### src/rtl/co_pkg.sv
// Shared definitions for the ID/EX stage: control bundle layout and ALU op codes.
package co_pkg;

    localparam int unsigned CTRL_W = 14;

    // Bit positions inside the 14-bit control bundle (MSB first)
    localparam int unsigned BRANCH_BIT        = 13;
    localparam int unsigned MEM_TO_REG_HI     = 12;
    localparam int unsigned MEM_TO_REG_LO     = 11;
    localparam int unsigned BRANCH_TYPE_HI    = 10;
    localparam int unsigned BRANCH_TYPE_LO    = 9;
    localparam int unsigned MEM_READ_BIT      = 8;
    localparam int unsigned MEM_WRITE_BIT     = 7;
    localparam int unsigned ALU_OP_HI         = 6;
    localparam int unsigned ALU_OP_LO         = 4;
    localparam int unsigned ALU_SRC_BIT       = 3;
    localparam int unsigned REG_WRITE_BIT     = 2;
    localparam int unsigned REG_DST_HI        = 1;
    localparam int unsigned REG_DST_LO        = 0;

    localparam int unsigned BUBBLE_CNT_W      = 16;

    typedef enum logic [2:0] {
        AluAdd = 3'd0,
        AluSub = 3'd1,
        AluAnd = 3'd2,
        AluOr  = 3'd3,
        AluSlt = 3'd4,
        AluXor = 3'd5,
        AluNor = 3'd6,
        AluSll = 3'd7
    } alu_op_e;

    typedef struct packed {
        logic       branch;
        logic [1:0] mem_to_reg;
        logic [1:0] branch_type;
        logic       mem_read;
        logic       mem_write;
        alu_op_e    alu_op;
        logic       alu_src;
        logic       reg_write;
        logic [1:0] reg_dst;
    } ctrl_t;

    // Saturating increment; holds at all-ones instead of wrapping
    function automatic logic [BUBBLE_CNT_W-1:0] sat_inc(input logic [BUBBLE_CNT_W-1:0] v);
        return (v == {BUBBLE_CNT_W{1'b1}}) ? v : v + {{(BUBBLE_CNT_W-1){1'b0}}, 1'b1};
    endfunction

endpackage

### src/rtl/hazard_detect.sv
// Load-use comparator: EX holds a load whose destination the ID instruction reads.
module hazard_detect
    import co_pkg::*;
(
    input  logic       ex_valid_i,
    input  logic       ex_mem_read_i,
    input  logic [4:0] ex_rt_i,
    input  logic [4:0] id_rs_i,
    input  logic [4:0] id_rt_i,
    input  logic       id_uses_rt_i,
    output logic       hazard_o
);

    logic rs_match;
    logic rt_match;

    // $0 is hard-wired, so a load targeting it never creates a dependency
    always_comb begin
        rs_match = (ex_rt_i == id_rs_i);
        rt_match = id_uses_rt_i & (ex_rt_i == id_rt_i);
        hazard_o = ex_valid_i & ex_mem_read_i & (ex_rt_i != 5'd0) & (rs_match | rt_match);
    end

endmodule

### src/rtl/id_ex_stage.sv
// ID/EX pipeline register with load-use bubble insertion and a saturating bubble counter.
module id_ex_stage
    import co_pkg::*;
(
    input  logic                    clk_i,
    input  logic                    rst_i,
    input  logic [CTRL_W-1:0]       ctrl_i,
    input  logic [31:0]             pc_plus4_i,
    input  logic [31:0]             rs_data_i,
    input  logic [31:0]             rt_data_i,
    input  logic [31:0]             imm_ext_i,
    input  logic [4:0]              rs_i,
    input  logic [4:0]              rt_i,
    input  logic [4:0]              rd_i,
    input  logic                    uses_rt_i,
    input  logic                    flush_i,
    output logic [CTRL_W-1:0]       ctrl_o,
    output logic [31:0]             pc_plus4_o,
    output logic [31:0]             rs_data_o,
    output logic [31:0]             rt_data_o,
    output logic [31:0]             imm_ext_o,
    output logic [4:0]              rs_o,
    output logic [4:0]              rt_o,
    output logic [4:0]              rd_o,
    output logic                    valid_o,
    output logic                    stall_o,
    output logic [BUBBLE_CNT_W-1:0] bubble_cnt_o
);

    logic [CTRL_W-1:0]       ctrl_d,       ctrl_q;
    logic [31:0]             pc_plus4_d,   pc_plus4_q;
    logic [31:0]             rs_data_d,    rs_data_q;
    logic [31:0]             rt_data_d,    rt_data_q;
    logic [31:0]             imm_ext_d,    imm_ext_q;
    logic [4:0]              rs_d,         rs_q;
    logic [4:0]              rt_d,         rt_q;
    logic [4:0]              rd_d,         rd_q;
    logic                    valid_d,      valid_q;
    logic [BUBBLE_CNT_W-1:0] bubble_cnt_d, bubble_cnt_q;

    logic hazard;

    hazard_detect u_hazard_detect (
        .ex_valid_i    (valid_q),
        .ex_mem_read_i (ctrl_q[MEM_READ_BIT]),
        .ex_rt_i       (rt_q),
        .id_rs_i       (rs_i),
        .id_rt_i       (rt_i),
        .id_uses_rt_i  (uses_rt_i),
        .hazard_o      (hazard)
    );

    // Flush outranks the hazard: the killed instruction must not freeze the front end
    always_comb begin
        stall_o = hazard & ~flush_i;
    end

    // Next-state: data always follows ID; only ctrl/valid/counter depend on flush and stall
    always_comb begin
        pc_plus4_d   = pc_plus4_i;
        rs_data_d    = rs_data_i;
        rt_data_d    = rt_data_i;
        imm_ext_d    = imm_ext_i;
        rs_d         = rs_i;
        rt_d         = rt_i;
        rd_d         = rd_i;
        ctrl_d       = ctrl_i;
        valid_d      = 1'b1;
        bubble_cnt_d = bubble_cnt_q;

        if (flush_i) begin
            ctrl_d  = '0;
            valid_d = 1'b0;
        end else if (hazard) begin
            // Zero ctrl means no RegWrite/MemWrite/MemRead/Branch reaches EX
            ctrl_d       = '0;
            valid_d      = 1'b0;
            bubble_cnt_d = sat_inc(bubble_cnt_q);
        end
    end

    // Pipeline registers and bubble counter, synchronous reset
    always_ff @(posedge clk_i) begin
        if (rst_i) begin
            ctrl_q       <= '0;
            pc_plus4_q   <= '0;
            rs_data_q    <= '0;
            rt_data_q    <= '0;
            imm_ext_q    <= '0;
            rs_q         <= '0;
            rt_q         <= '0;
            rd_q         <= '0;
            valid_q      <= 1'b0;
            bubble_cnt_q <= '0;
        end else begin
            ctrl_q       <= ctrl_d;
            pc_plus4_q   <= pc_plus4_d;
            rs_data_q    <= rs_data_d;
            rt_data_q    <= rt_data_d;
            imm_ext_q    <= imm_ext_d;
            rs_q         <= rs_d;
            rt_q         <= rt_d;
            rd_q         <= rd_d;
            valid_q      <= valid_d;
            bubble_cnt_q <= bubble_cnt_d;
        end
    end

    // Output wiring
    always_comb begin
        ctrl_o       = ctrl_q;
        pc_plus4_o   = pc_plus4_q;
        rs_data_o    = rs_data_q;
        rt_data_o    = rt_data_q;
        imm_ext_o    = imm_ext_q;
        rs_o         = rs_q;
        rt_o         = rt_q;
        rd_o         = rd_q;
        valid_o      = valid_q;
        bubble_cnt_o = bubble_cnt_q;
    end

endmodule

### config.mk
export PLATFORM = sky130hd
export DESIGN_NAME = id_ex_stage
export DESIGN_NICKNAME = d
export VERILOG_FILES = /design/src/rtl/co_pkg.sv /design/src/rtl/hazard_detect.sv /design/src/rtl/id_ex_stage.sv
export SDC_FILE = /design/constraint.sdc
export NUM_CORES = 1
export LEC_CHECK = 0
export CAP_MARGIN = 20
export CORE_AREA = 2 2 132 134
export CTS_BUF_LIST = sky130_fd_sc_hd__clkbuf_16
export CTS_CLUSTER_DIAMETER = 100
export DETAILED_ROUTE_END_ITERATION = 12
export DIE_AREA = 0 0 134 136
export GPL_ROUTABILITY_DRIVEN = 0
export HOLD_SLACK_MARGIN = 0.03
export PLACE_DENSITY = 0.82
export SLEW_MARGIN = 25
export SYNTH_ARGS = -nofsm -noshare
export SYNTH_HDL_FRONTEND = slang
export SYNTH_SLANG_ARGS = --single-unit
export TNS_END_PERCENT = 30
### constraint.sdc
create_clock -name clk_i -period 2.3 [get_ports clk_i]
set_input_delay 0.46 -clock clk_i [delete_from_list [all_inputs] [get_ports clk_i]]
set_output_delay 0.46 -clock clk_i [all_outputs]
set_load 0.02 [all_outputs]
Word level (Yosys, flattened, before mapping)
Index checks and enable logic that the tools add are counted.
- logic and storage cells: 27
- input bits: 161
- output and inout bits: 175
- register bits: 174
- reductions and logical operators: 4
- muxes and demuxes: 1
- bitwise logic cells: 8
- add/subtract/negate cells: 1
- equality and inequality tests: 3
- operator list (kind ; count):
    16-bit by 1-bit adder with 16-bit output (second input constant) ; 1
    16-bit == test (second input constant) ; 1
    5-bit == test ; 2
    1-bit AND ; 5
    5-bit nonzero test ; 1
    3-bit AND reduction ; 1
    3-bit OR reduction ; 1
    1-bit NOT ; 2
    2-bit OR reduction ; 1
    1-bit two-way mux ; 1
    1-bit bitwise OR ; 1

Logic depth before layout (Yosys ltp)
Gate-level depths: netlist of the first run.
- depth after elaboration: 5
- mapped depth: 7
- gate-level depth less buffers: 6

Modules after synthesis
From an unflattened synthesis of the first run, not the netlist that was laid out.
- cell total of the unflattened synthesis: 454
- area, all modules: 5286.3 um^2
- by module, submodules not included (module ; area each (um^2) ; sequential area each (um^2) ; cells an instance ; instances):
    id_ex_stage ; 5152.4 ; 3483.3 ; 437 ; 1
    hazard_detect ; 133.9 ; 0.0 ; 17 ; 1

Worst setup path after synthesis of the first run
Ideal clock, no wire load.
- kind: reg-to-output
- start: register rt_q[4], in the netlist rt_o[4]
- end: output port stall_o
- setup slack: 0.105 ns
- arrival: 1.735 ns
- buffers on the path: 2
- required time: 1.840 ns
- cell stages (with the launch flop): 7
- cells stage by stage: dfxtp_1 -> xnor2_1 -> nand4_1 -> o22a_1 -> clkbuf_1 -> buf_2 -> nor2_1
- longest elaborated chain between the ends: 5
- elaborated cells on any way between the ends: 8
- those cells by class: eq/ne: 2; bitwise: 5; reduce/logical: 1
- RTL lines (element ; line ; text):
    start: declaration ; id_ex_stage.sv:36 ; logic [4:0] rt_d, rt_q;
    start signal: assignment ; id_ex_stage.sv:102 ; rt_q <= rt_d;
    5-bit == test ; hazard_detect.sv:20 ; rt_match = id_uses_rt_i & (ex_rt_i == id_rt_i);
    1-bit AND ; hazard_detect.sv:20 ;
    1-bit bitwise OR ; hazard_detect.sv:21 ; hazard_o = ex_valid_i & ex_mem_read_i & (ex_rt_i != 5'd0) & (rs_match | rt_match);
    1-bit AND (*) ; hazard_detect.sv:21 ;
    1-bit AND (*) ; id_ex_stage.sv:55 ; stall_o = hazard & ~flush_i;
    end: declaration ; id_ex_stage.sv:26 ; output logic stall_o,
Mark *: on every way between the ends. The rest lies on a longest branch, timed or not.

Final worst setup path of the first run
- start: input port rs_i[4]
- end: output port stall_o
- longest elaborated chain between the ends: 4
- RTL lines (element ; line ; text):
    start: declaration ; id_ex_stage.sv:12 ; input logic [4:0] rs_i,
    5-bit == test ; hazard_detect.sv:19 ; rs_match = (ex_rt_i == id_rs_i);
    1-bit bitwise OR ; hazard_detect.sv:21 ;
    1-bit AND ; hazard_detect.sv:21 ;
    1-bit AND ; id_ex_stage.sv:55 ;
No other way between the ends.

==> impl_metrics.yaml, run 1 <==
run_status:
  outcome: "finished clean"
power_and_ir_drop:
  power_frac_clock_pct: 40.5
  seqPwrFrac_pct: 45.9
  switchingPower_w: 0.00165
  peakVddDrop_v: 0.000582
  comb_power_share_pct: 13.6
  internal_power_w: 0.00532
  switching_share_pct: 23.6
  power.leakage_nw: 3.56
  power_density_nw_per_um2: 732
floorplan:
  ioPinCount: 336
  die_area_um2: 18200
  fp.dieW_um: 134
  core_region_area_um2: 16900
  start_util_pct: 31.3
  rows: 48
  die-height_um: 136
layout:
  fin_nets: 972
  area_growth_pct: 79.9
  layout_common_cells: "clkdlybuf4s50_1, dfxtp_1, nor2b_1"
  final_common_cell: "clkdlybuf4s50_1"
  drive_above_1_share_pct: 6.20
yosys:
  synth.distinct_cells: 34
  yosysSeqAreaShare_pct: 65.9
  syn_inst: 465
  syn_avg_cell_area_um2: 11.4
  synthesis.nets: 627
  ys_warn_count: 0
  syn_area_um2: 5290
  synth-seq-cells: 174
place:
  port_buffers: 335
  dp_hpwl_mm: 12.2
  dpl_worst_slack_ns: -0.339
timing:
  period_minus_slack_ns: 2.19
  max_freq_mhz: 457
  setup_viol: 0
  final_hold_viol_count: 0
  finClkSkew_ns: 0.0159
  rsz0062_at_grt: "false"
  finalMaxSlewViolations: 0
  relSlewSlack_pct: 62.7
  setup_ws_ns: 0.113
  finalCritPeriodShare_pct: 95.1
  worstMarginPinSlew_ns: 0.559
  timing.hold.ws_ns: 0.495
clock_tree:
  clock_latency_ns: 0.42
  clock_path_buffers: 2
  numCtsBuffers: 17
  cts_sinks: 174
  cts-root-buf: "clkbuf_16"
  clk_pin_slew_ns: 0.06
  htree_levels: 4
  cts_tree: "yes"
min_path:
  min_path_type: "flop to flop"
grt:
  grt.overflow.total: 0
  track_usage_pct: 16.7
  grt_first_pass_wirelength_mm: 23.0
  grt_pass1_vias: 4305
  grt_max_degree: 55
  antenna_found_initial: 0
critical_path:
  cp-end-kind: "primary output"
  criticalPathCategory: "input port to primary output"
  crit_fanout: 2
  cp_data_arrival_time_ns: 1.73
  setup.worst_path.start_class: "input port"
  crit_required_ns: 1.84
detailed_routing:
  drt-initial-drc-count: 233
  drc: 0
  num_vias: 4459
  viasPerCell: 4.25
  dr.pass1.iters: 4
  ant_nets: 0
  routed_wl_mm: 15.9
  wl_per_cell_um: 15.1
job:
  drv_cap: 0
-- state kept, by name, indices dropped and copies added (netlist names) --
signal,count
rt_data_o,32
pc_plus4_o,32
rs_data_o,32
rt_o,5
bubble_cnt_o,16
valid_o,1
imm_ext_o,32
ctrl_o,14
rd_o,5
rs_o,5
-- worst max-delay path, stage by stage --
cell and delay [ns]:
clkdlybuf4s50_1 0.49, xnor2_1 0.13, nand3_1 0.12, o22a_1 0.25, nor2_1 0.10, buf_2 0.17
-- layer usage --
metal	global-route usage, %	wire length (um)	vias to the layer above
met5	0	0	-
li1	-	-	2199
met1	17.4	5970	2032
met3	7.31	1500	12
met2	29.8	8190	216
met4	6.15	206	0
-- cell families (layout without fill, tap and decap cells) --
logic type / count (synthesis) / count (layout) / share of synthesized area, %
fa+ha+maj: 1 / 1 / 0.237
compound gates: 27 / 27 / 3.53
simple gates: 224 / 224 / 25.8
mux: 5 / 5 / 1.04
buf+inv: 24 / 382 / 1.82
xor+xnor: 10 / 10 / 1.66
flops: 174 / 174 / 65.9
other cells: 0 / 1 / 0
-- cell type report --
cell class	instances	area (um^2)
Multi-Input combinational cell	267	1710
Inverter	1	3.75
Clock buffer	17	425
Clock inverter	15	145
Tap cell	225	282
Sequential cell	174	3480
Fill cell	1419	7370
Antenna cell	1	2.50
Timing Repair Buffer	349	3460
-- path summary, 6_finish.rpt --
kind                                        from          endpoint  slack (ns)  cells after the start
worst max-delay path                     rs_i[4]           stall_o        0.11                      6
worst min-delay path            bubble_cnt_o[15]  bubble_cnt_o[15]        0.49                      2
worst max register to register           rt_o[4]  bubble_cnt_o[14]        0.22                      6
worst min register to register  bubble_cnt_o[15]  bubble_cnt_o[15]        0.49                      2
-- power by group through the flow --
stage | combinational [W] | clock (W) | sequential [W]
finish | 0.000947 | 0.00282 | 0.00320
global route | 0.00100 | 0.00301 | 0.00321
CTS | 0.000958 | 0.00289 | 0.00320
detailed placement | 0.000953 | 0 | 0.00327
global placement | 0.000942 | 0 | 0.00326
floorplan | 0.000159 | 0 | 0.00345
-- repair_timing --
item / in CTS / in global routing
hold buffers: 0 / 0
setup buffers: 0 / 0
gates cloned: 0 / 0
setup endpoints to repair: 1 / 1
hold endpoints to repair: 0 / 0
pin swaps: 0 / 0
resized for setup: 3 / 1
-- synth_stat cells --
cell | instances | share of area (%)
o31ai_1 | 9 | 1.3
o311a_1 | 1 | 0.19
buf_2 | 2 | 0.19
mux2_2 | 4 | 0.85
nand3_1 | 5 | 0.47
nand2b_1 | 4 | 0.47
or4b_2 | 1 | 0.19
a21oi_1 | 11 | 1.0
or4_1 | 11 | 1.6
or4_2 | 1 | 0.17
o31ai_2 | 1 | 0.24
nand4_1 | 5 | 0.59
o21ai_0 | 1 | 0.095
dfxtp_1 | 174 | 66
nand2_1 | 13 | 0.92
nor2_1 | 11 | 0.78
or3_1 | 3 | 0.36
buf_4 | 1 | 0.14
clkbuf_1 | 19 | 1.3
o22a_1 | 1 | 0.17
o22ai_1 | 1 | 0.12
or2_1 | 1 | 0.12
ha_1 | 1 | 0.24
nand4_2 | 1 | 0.24
buf_1 | 1 | 0.071
nor4_1 | 5 | 0.59
o41ai_1 | 1 | 0.17
and3b_1 | 1 | 0.17
inv_1 | 1 | 0.071
xnor2_1 | 10 | 1.7
nor2b_1 | 147 | 17
a211oi_2 | 1 | 0.24
mux2i_1 | 1 | 0.19
and2_1 | 15 | 1.8
-- per-stage QoR --
stage / utilization (%) / cells / area [um^2] / total power (W) / TNS [ns]
floorplan: - / 465 / 5290 / 0.00361 / 0
global placement: 53.0 / 1016 / 8940 / 0.00421 / -2.07
detailed placement: 53.0 / 1016 / 8940 / 0.00422 / -2.47
CTS: 56.4 / 1048 / 9510 / 0.00705 / 0
global route: 56.3 / 1048 / 9510 / 0.00723 / 0
finish: 56.4 / 1049 / 9510 / 0.00697 / 0
Power figures use the tool's default switching activity.
==> run 2: changes to the inputs <==
--- a/config.mk
+++ b/config.mk
@@ -6,14 +6,14 @@
 export NUM_CORES = 1
 export LEC_CHECK = 0
 export CAP_MARGIN = 20
-export CORE_AREA = 2 2 132 134
-export CTS_BUF_LIST = sky130_fd_sc_hd__clkbuf_16
+export CORE_AREA = 5 5 128 130
 export CTS_CLUSTER_DIAMETER = 100
+export CTS_CLUSTER_SIZE = 40
 export DETAILED_ROUTE_END_ITERATION = 12
-export DIE_AREA = 0 0 134 136
+export DIE_AREA = 0 0 133 135
 export GPL_ROUTABILITY_DRIVEN = 0
 export HOLD_SLACK_MARGIN = 0.03
-export PLACE_DENSITY = 0.82
+export PLACE_DENSITY = 0.89
 export SLEW_MARGIN = 25
 export SYNTH_ARGS = -nofsm -noshare
 export SYNTH_HDL_FRONTEND = slang
==> run 2 against run 1 <==
  * Register-to-register slack worse by 0.03 ns
  * Critical path depth is the same
  * Clock skew is 0.0068 ns lower
  * Global-route usage up 1.8 points
  * Maximum frequency down 0.72%
  * Critical path type unchanged
  * Highest routed layer unchanged
==> impl_metrics.yaml, run 2 (synthesis gave the netlist of run 1 again) <==
timing:
  relSlewSlack_pct: 45.8
  timing.hold.ws_ns: 0.351
  finClkSkew_ns: 0.00915
  final_hold_viol_count: 0
  setup_viol: 0
  period_minus_slack_ns: 2.20
  worstMarginPinSlew_ns: 0.811
  finalCritPeriodShare_pct: 95.8
  max_freq_mhz: 454
  rsz0062_at_grt: "false"
  finalMaxSlewViolations: 0
job:
  drv_cap: 0
power_and_ir_drop:
  power.total_w: 0.00697
  power.leakage_nw: 3.57
  power_density_nw_per_um2: 736
  peakVddDrop_v: 0.000590
place:
  port_buffers: 335
  dp_hpwl_mm: 13.5
detailed_routing:
  dr.pass1.iters: 4
  ant_nets: 0
  wl_per_cell_um: 17.1
  num_vias: 4447
  viasPerCell: 4.40
  routed_wl_mm: 17.3
  drt-initial-drc-count: 180
  drc: 0
clock_tree:
  numCtsBuffers: 17
  cts-root-buf: "clkbuf_16"
  clock_latency_ns: 0.42
  htree_levels: 4
  clk_pin_slew_ns: 0.06
  cts_tree: "yes"
  cts_sinks: 174
  clock_path_buffers: 2
layout:
  drive_above_1_share_pct: 6.93
  area_growth_pct: 79.3
  final_common_cell: "clkdlybuf4s50_1"
  layout_common_cells: "clkdlybuf4s50_1, dfxtp_1, nor2b_1"
  insertedDiodeCount: 0
  fin_nets: 971
grt:
  track_usage_pct: 18.5
  antenna_found_initial: 1
  grt_first_pass_wirelength_mm: 25.5
  grt_max_degree: 80
  grt_pass1_vias: 4525
  grt.overflow.total: 0
floorplan:
  fp.dieW_um: 133
  start_util_pct: 35.2
  die_area_um2: 18000
  die-height_um: 135
  core_region_area_um2: 15000
  rows: 45
  ioPinCount: 336
critical_path:
  setup.worst_path.start_class: "input port"
  criticalPathCategory: "input port to primary output"
  cp-end-kind: "primary output"
  crit_required_ns: 1.84
  crit_fanout: 2
  cp_data_arrival_time_ns: 1.74
min_path:
  min_path_type: "input port to flop"
run_status:
  outcome: "finished clean"
## run 2: cell count changes in the layout (fill, tap and decap cells not counted), sizes merged
cell	change
clkinv	-3
clkbuf	+2
buf	-1
bufinv	-1
clkdlybuf4s50	-1
clkinvlp	+1
diode	-1
dlymetal6s2s	+1
inv	+1
## run 2: area by class of cell
| type | instances | area, um^2 |
|---|---|---|
| sequential | 174 | 3480 |
| timing repair buffer | 348 | 3450 |
| clock buffer | 19 | 443 |
| multi-input combinational | 267 | 1720 |
| fill | 1123 | 5560 |
| clock inverter | 13 | 143 |
| tap | 188 | 235 |
| inverter | 1 | 3.75 |
## run 2: path summary, 6_finish.rpt
check | startpoint | end | slack [ns] | cells after the start
worst max-delay path | rt_i[4] | stall_o | 0.1 | 6
worst min-delay path | rst_i | valid_o | 0.35 | 2
worst max register to register | rt_o[2] | ctrl_o[3] | 0.19 | 4
worst min register to register | bubble_cnt_o[15] | bubble_cnt_o[15] | 0.52 | 2
## run 2: power by group
| group | internal (W) | switching (W) |
|---|---|---|
| clock | 0.00157 | 0.00124 |
| combinational | 0.000561 | 0.000396 |
| sequential | 0.00316 | 0.0000445 |
## run 2: critical path, cell delays in order
cell,delay (ns)
clkdlybuf4s50_1,0.52
xnor2_2,0.14
nand4_1,0.14
o22a_1,0.22
nor2_1,0.09
buf_2,0.17
## run 2: metal layers
| layer | vias to the layer above | GRT usage [%] | part of all wire (%) |
|---|---|---|---|
| met5 | - | 0 | 0 |
| met4 | 0 | 6.81 | 2.1 |
| met3 | 27 | 9.39 | 11 |
| met2 | 222 | 32.5 | 51 |
| met1 | 2005 | 19.0 | 36 |
| li1 | 2193 | - | - |
## run 2: through the flow
step | TNS (ns) | setup slack [ns] | cell area [um^2] | instances | util (%)
CTS | 0 | 0.0754 | 9470 | 1010 | 63.0
finish | 0 | 0.0967 | 9470 | 1010 | 63.0
floorplan | 0 | 0.105 | 5290 | 465 | -
global route | 0 | 0.0191 | 9470 | 1010 | 63.0
detailed placement | -5.71 | -0.434 | 8880 | 978 | 59.0
global placement | -4.60 | -0.439 | 8880 | 978 | 59.0
## run 2: repair_timing
item,in CTS,in global routing
pin swaps,0,1
endpoints found under the setup margin,1,1
resized for setup,6,1
hold buffers,0,0
hold endpoints to repair,0,0
buffers inserted,0,0
==> run 3: changes to the inputs <==
--- a/config.mk
+++ b/config.mk
@@ -5,6 +5,7 @@
 export SDC_FILE = /design/constraint.sdc
 export NUM_CORES = 1
 export LEC_CHECK = 0
+export ABC_CLOCK_PERIOD_IN_PS = 2300
 export CAP_MARGIN = 20
 export CORE_AREA = 5 5 128 130
 export CTS_CLUSTER_DIAMETER = 100
==> constraint.sdc (replaced) <==
create_clock -name clk_i -period 2.3 [get_ports clk_i]
set_input_delay 0.46 -clock clk_i [delete_from_list [all_inputs] [get_ports clk_i]]
set_output_delay 0.46 -clock clk_i [all_outputs]
set_load 0.005 [all_outputs]
==> run 3 against run 2 <==
  * Wire length increased by 1.9%
  * Worst setup slack got worse by 0.070 ns
  * Cell count is 0.69% higher
  * Sequential cell count unchanged
  * Count of clock-buffer cells in the layout is the same
  * Critical endpoint is now ctrl_o[11]
  * Highest routed layer unchanged
==> impl_metrics.yaml, run 3 (synthesis gave the netlist of run 1 again) <==
detailed_routing:
  drc: 0
  routed_wl_mm: 17.6
  wl_per_cell_um: 17.3
  drt-initial-drc-count: 180
  ant_nets: 0
  viasPerCell: 4.46
  num_vias: 4540
  dr.pass1.iters: 4
clock_tree:
  hold_buffers: 0
  cts_tree: "yes"
  cts-root-buf: "clkbuf_16"
  cts_sinks: 174
  numCtsBuffers: 17
  clock_path_buffers: 2
  clk_pin_slew_ns: 0.07
  htree_levels: 4
  clock_latency_ns: 0.42
grt:
  antenna_found_initial: 1
  grt.overflow.total: 0
  grt_first_pass_wirelength_mm: 25.3
  grt_max_degree: 165
  track_usage_pct: 18.7
  grt_pass1_vias: 4500
critical_path:
  criticalPathCategory: "flop to flop"
  critPathBufInv: 8
  r2r_slack_ns: 0.03
  crit_fanout: 15
  cp-end-kind: "flop"
  cp-startpoint: "rt_o[2]"
  reg2regPathDepth: 13
  worst_path_max_delay_cell: "dfxtp_1"
  setup.worst_path.start_class: "flop"
  crit_path_frequent_cell: "buf_4"
  cp_data_arrival_time_ns: 2.59
  crit_required_ns: 2.62
  r2r-start: "rt_o[2]"
  crit_family: "buffers and inverters"
  cpPeakStageDelay_ns: 0.41
  path_cells: "xnor2_1 > nand4_1 > buf_4 > buf_4 > buf_4 > buf_4 > buf_4 > buf_4 > buf_6 > o22ai_4 > a211oi_4 > buf_12 > and2_1"
  regToRegEndpoint: "ctrl_o[11]"
run_status:
  outcome: "finished clean"
timing:
  finalCritPeriodShare_pct: 98.8
  relSlewSlack_pct: 48.6
  worstMarginPinSlew_ns: 0.770
  max_freq_mhz: 440
  final_hold_viol_count: 0
  finalMaxSlewViolations: 0
  finClkSkew_ns: 0.00564
  setup_viol: 0
  period_minus_slack_ns: 2.27
job:
  drv_cap: 0
min_path:
  worstHoldStart: "rt_i[3]"
  min_to: "rt_o[3]"
  min_path_type: "input port to flop"
  whs_path_depth: 2
place:
  port_buffers: 335
  dp_cells: 976
  dp_hpwl_mm: 13.2
layout:
  area_growth_pct: 81.6
  drive_above_1_share_pct: 8.56
  final_common_cell: "clkdlybuf4s50_1"
  layout_common_cells: "clkdlybuf4s50_1, dfxtp_1, nor2b_1"
  insertedDiodeCount: 0
  fill_cells: 1094
  fin_nets: 978
  stdcell_count: 1017
  utilization_pct: 63.8
power_and_ir_drop:
  power.leakage_nw: 3.64
  peakVddDrop_v: 0.000529
  power.total_w: 0.00680
  power_density_nw_per_um2: 708
floorplan:
  fp.dieW_um: 133
  ioPinCount: 336
  start_util_pct: 35.2
  die_area_um2: 18000
  die-height_um: 135
  rows: 45
  core_region_area_um2: 15000
==> run 3: layer usage <==
metal | share of wire, % | wire, um | up-vias | global-route usage (%)
met1 | 35 | 6230 | 2050 | 18.3
met5 | 0 | 0 | - | 0
met3 | 11 | 1910 | 34 | 9.31
met2 | 51 | 8970 | 246 | 32.8
met4 | 2.8 | 499 | 0 | 9.18
li1 | - | - | 2210 | -
==> run 3: timing repair <==
item | 4_1_cts | 5_1_grt
resized for setup | 8 | 14
pin swaps | 3 | 7
hold endpoints to repair | 0 | 0
setup buffers | 7 | 2
setup endpoints to repair | 1 | 22
gates cloned | 0 | 0
==> run 3: worst max-delay path by stage <==
| stage | to | cells past startpoint |
|---|---|---|
| 2_1_floorplan | stall_o | 6 |
| 3_3_place_gp | bubble_cnt_o[2] | 7 |
| 3_5_place_dp | bubble_cnt_o[2] | 7 |
| 4_1_cts | stall_o | 6 |
| 5_1_grt | ctrl_o[11] | 13 |
| 6_report | ctrl_o[11] | 13 |
==> run 3: where the power goes <==
| part | switching, W | internal (W) | leakage [nW] | total (W) |
|---|---|---|---|---|
| Clock | 0.00129 | 0.00149 | 0.276 | 0.00278 |
| Sequential | 0.0000428 | 0.00316 | 1.44 | 0.00320 |
| Combinational | 0.000246 | 0.000576 | 1.92 | 0.000823 |
| Total | 0.00158 | 0.00522 | 3.64 | 0.00680 |
==> run 3: layout make-up <==
| class | instances | area (um^2) | area share [%] |
|---|---|---|---|
| tap | 188 | 235 | 2.45 |
| clock buffer | 19 | 453 | 4.72 |
| timing repair buffer | 355 | 3540 | 36.9 |
| sequential | 174 | 3490 | 36.3 |
| multi-input combinational | 267 | 1750 | 18.3 |
| clock inverter | 13 | 121 | 1.26 |
| inverter | 1 | 3.75 | 0.0391 |
==> run 3: stage by stage <==
step | hold WS (ns) | setup TNS, ns | instance area (um^2) | setup WS (ns)
3_5_place_dp | 0.514 | -5.95 | 8870 | -0.374
4_1_cts | 0.283 | 0 | 9540 | 0.00410
5_1_grt | 0.328 | -0.228 | 9600 | -0.0231
2_1_floorplan | 0.481 | 0 | 5290 | 0.364
6_report | 0.339 | 0 | 9600 | 0.0267
3_3_place_gp | 0.498 | -4.76 | 8870 | -0.367
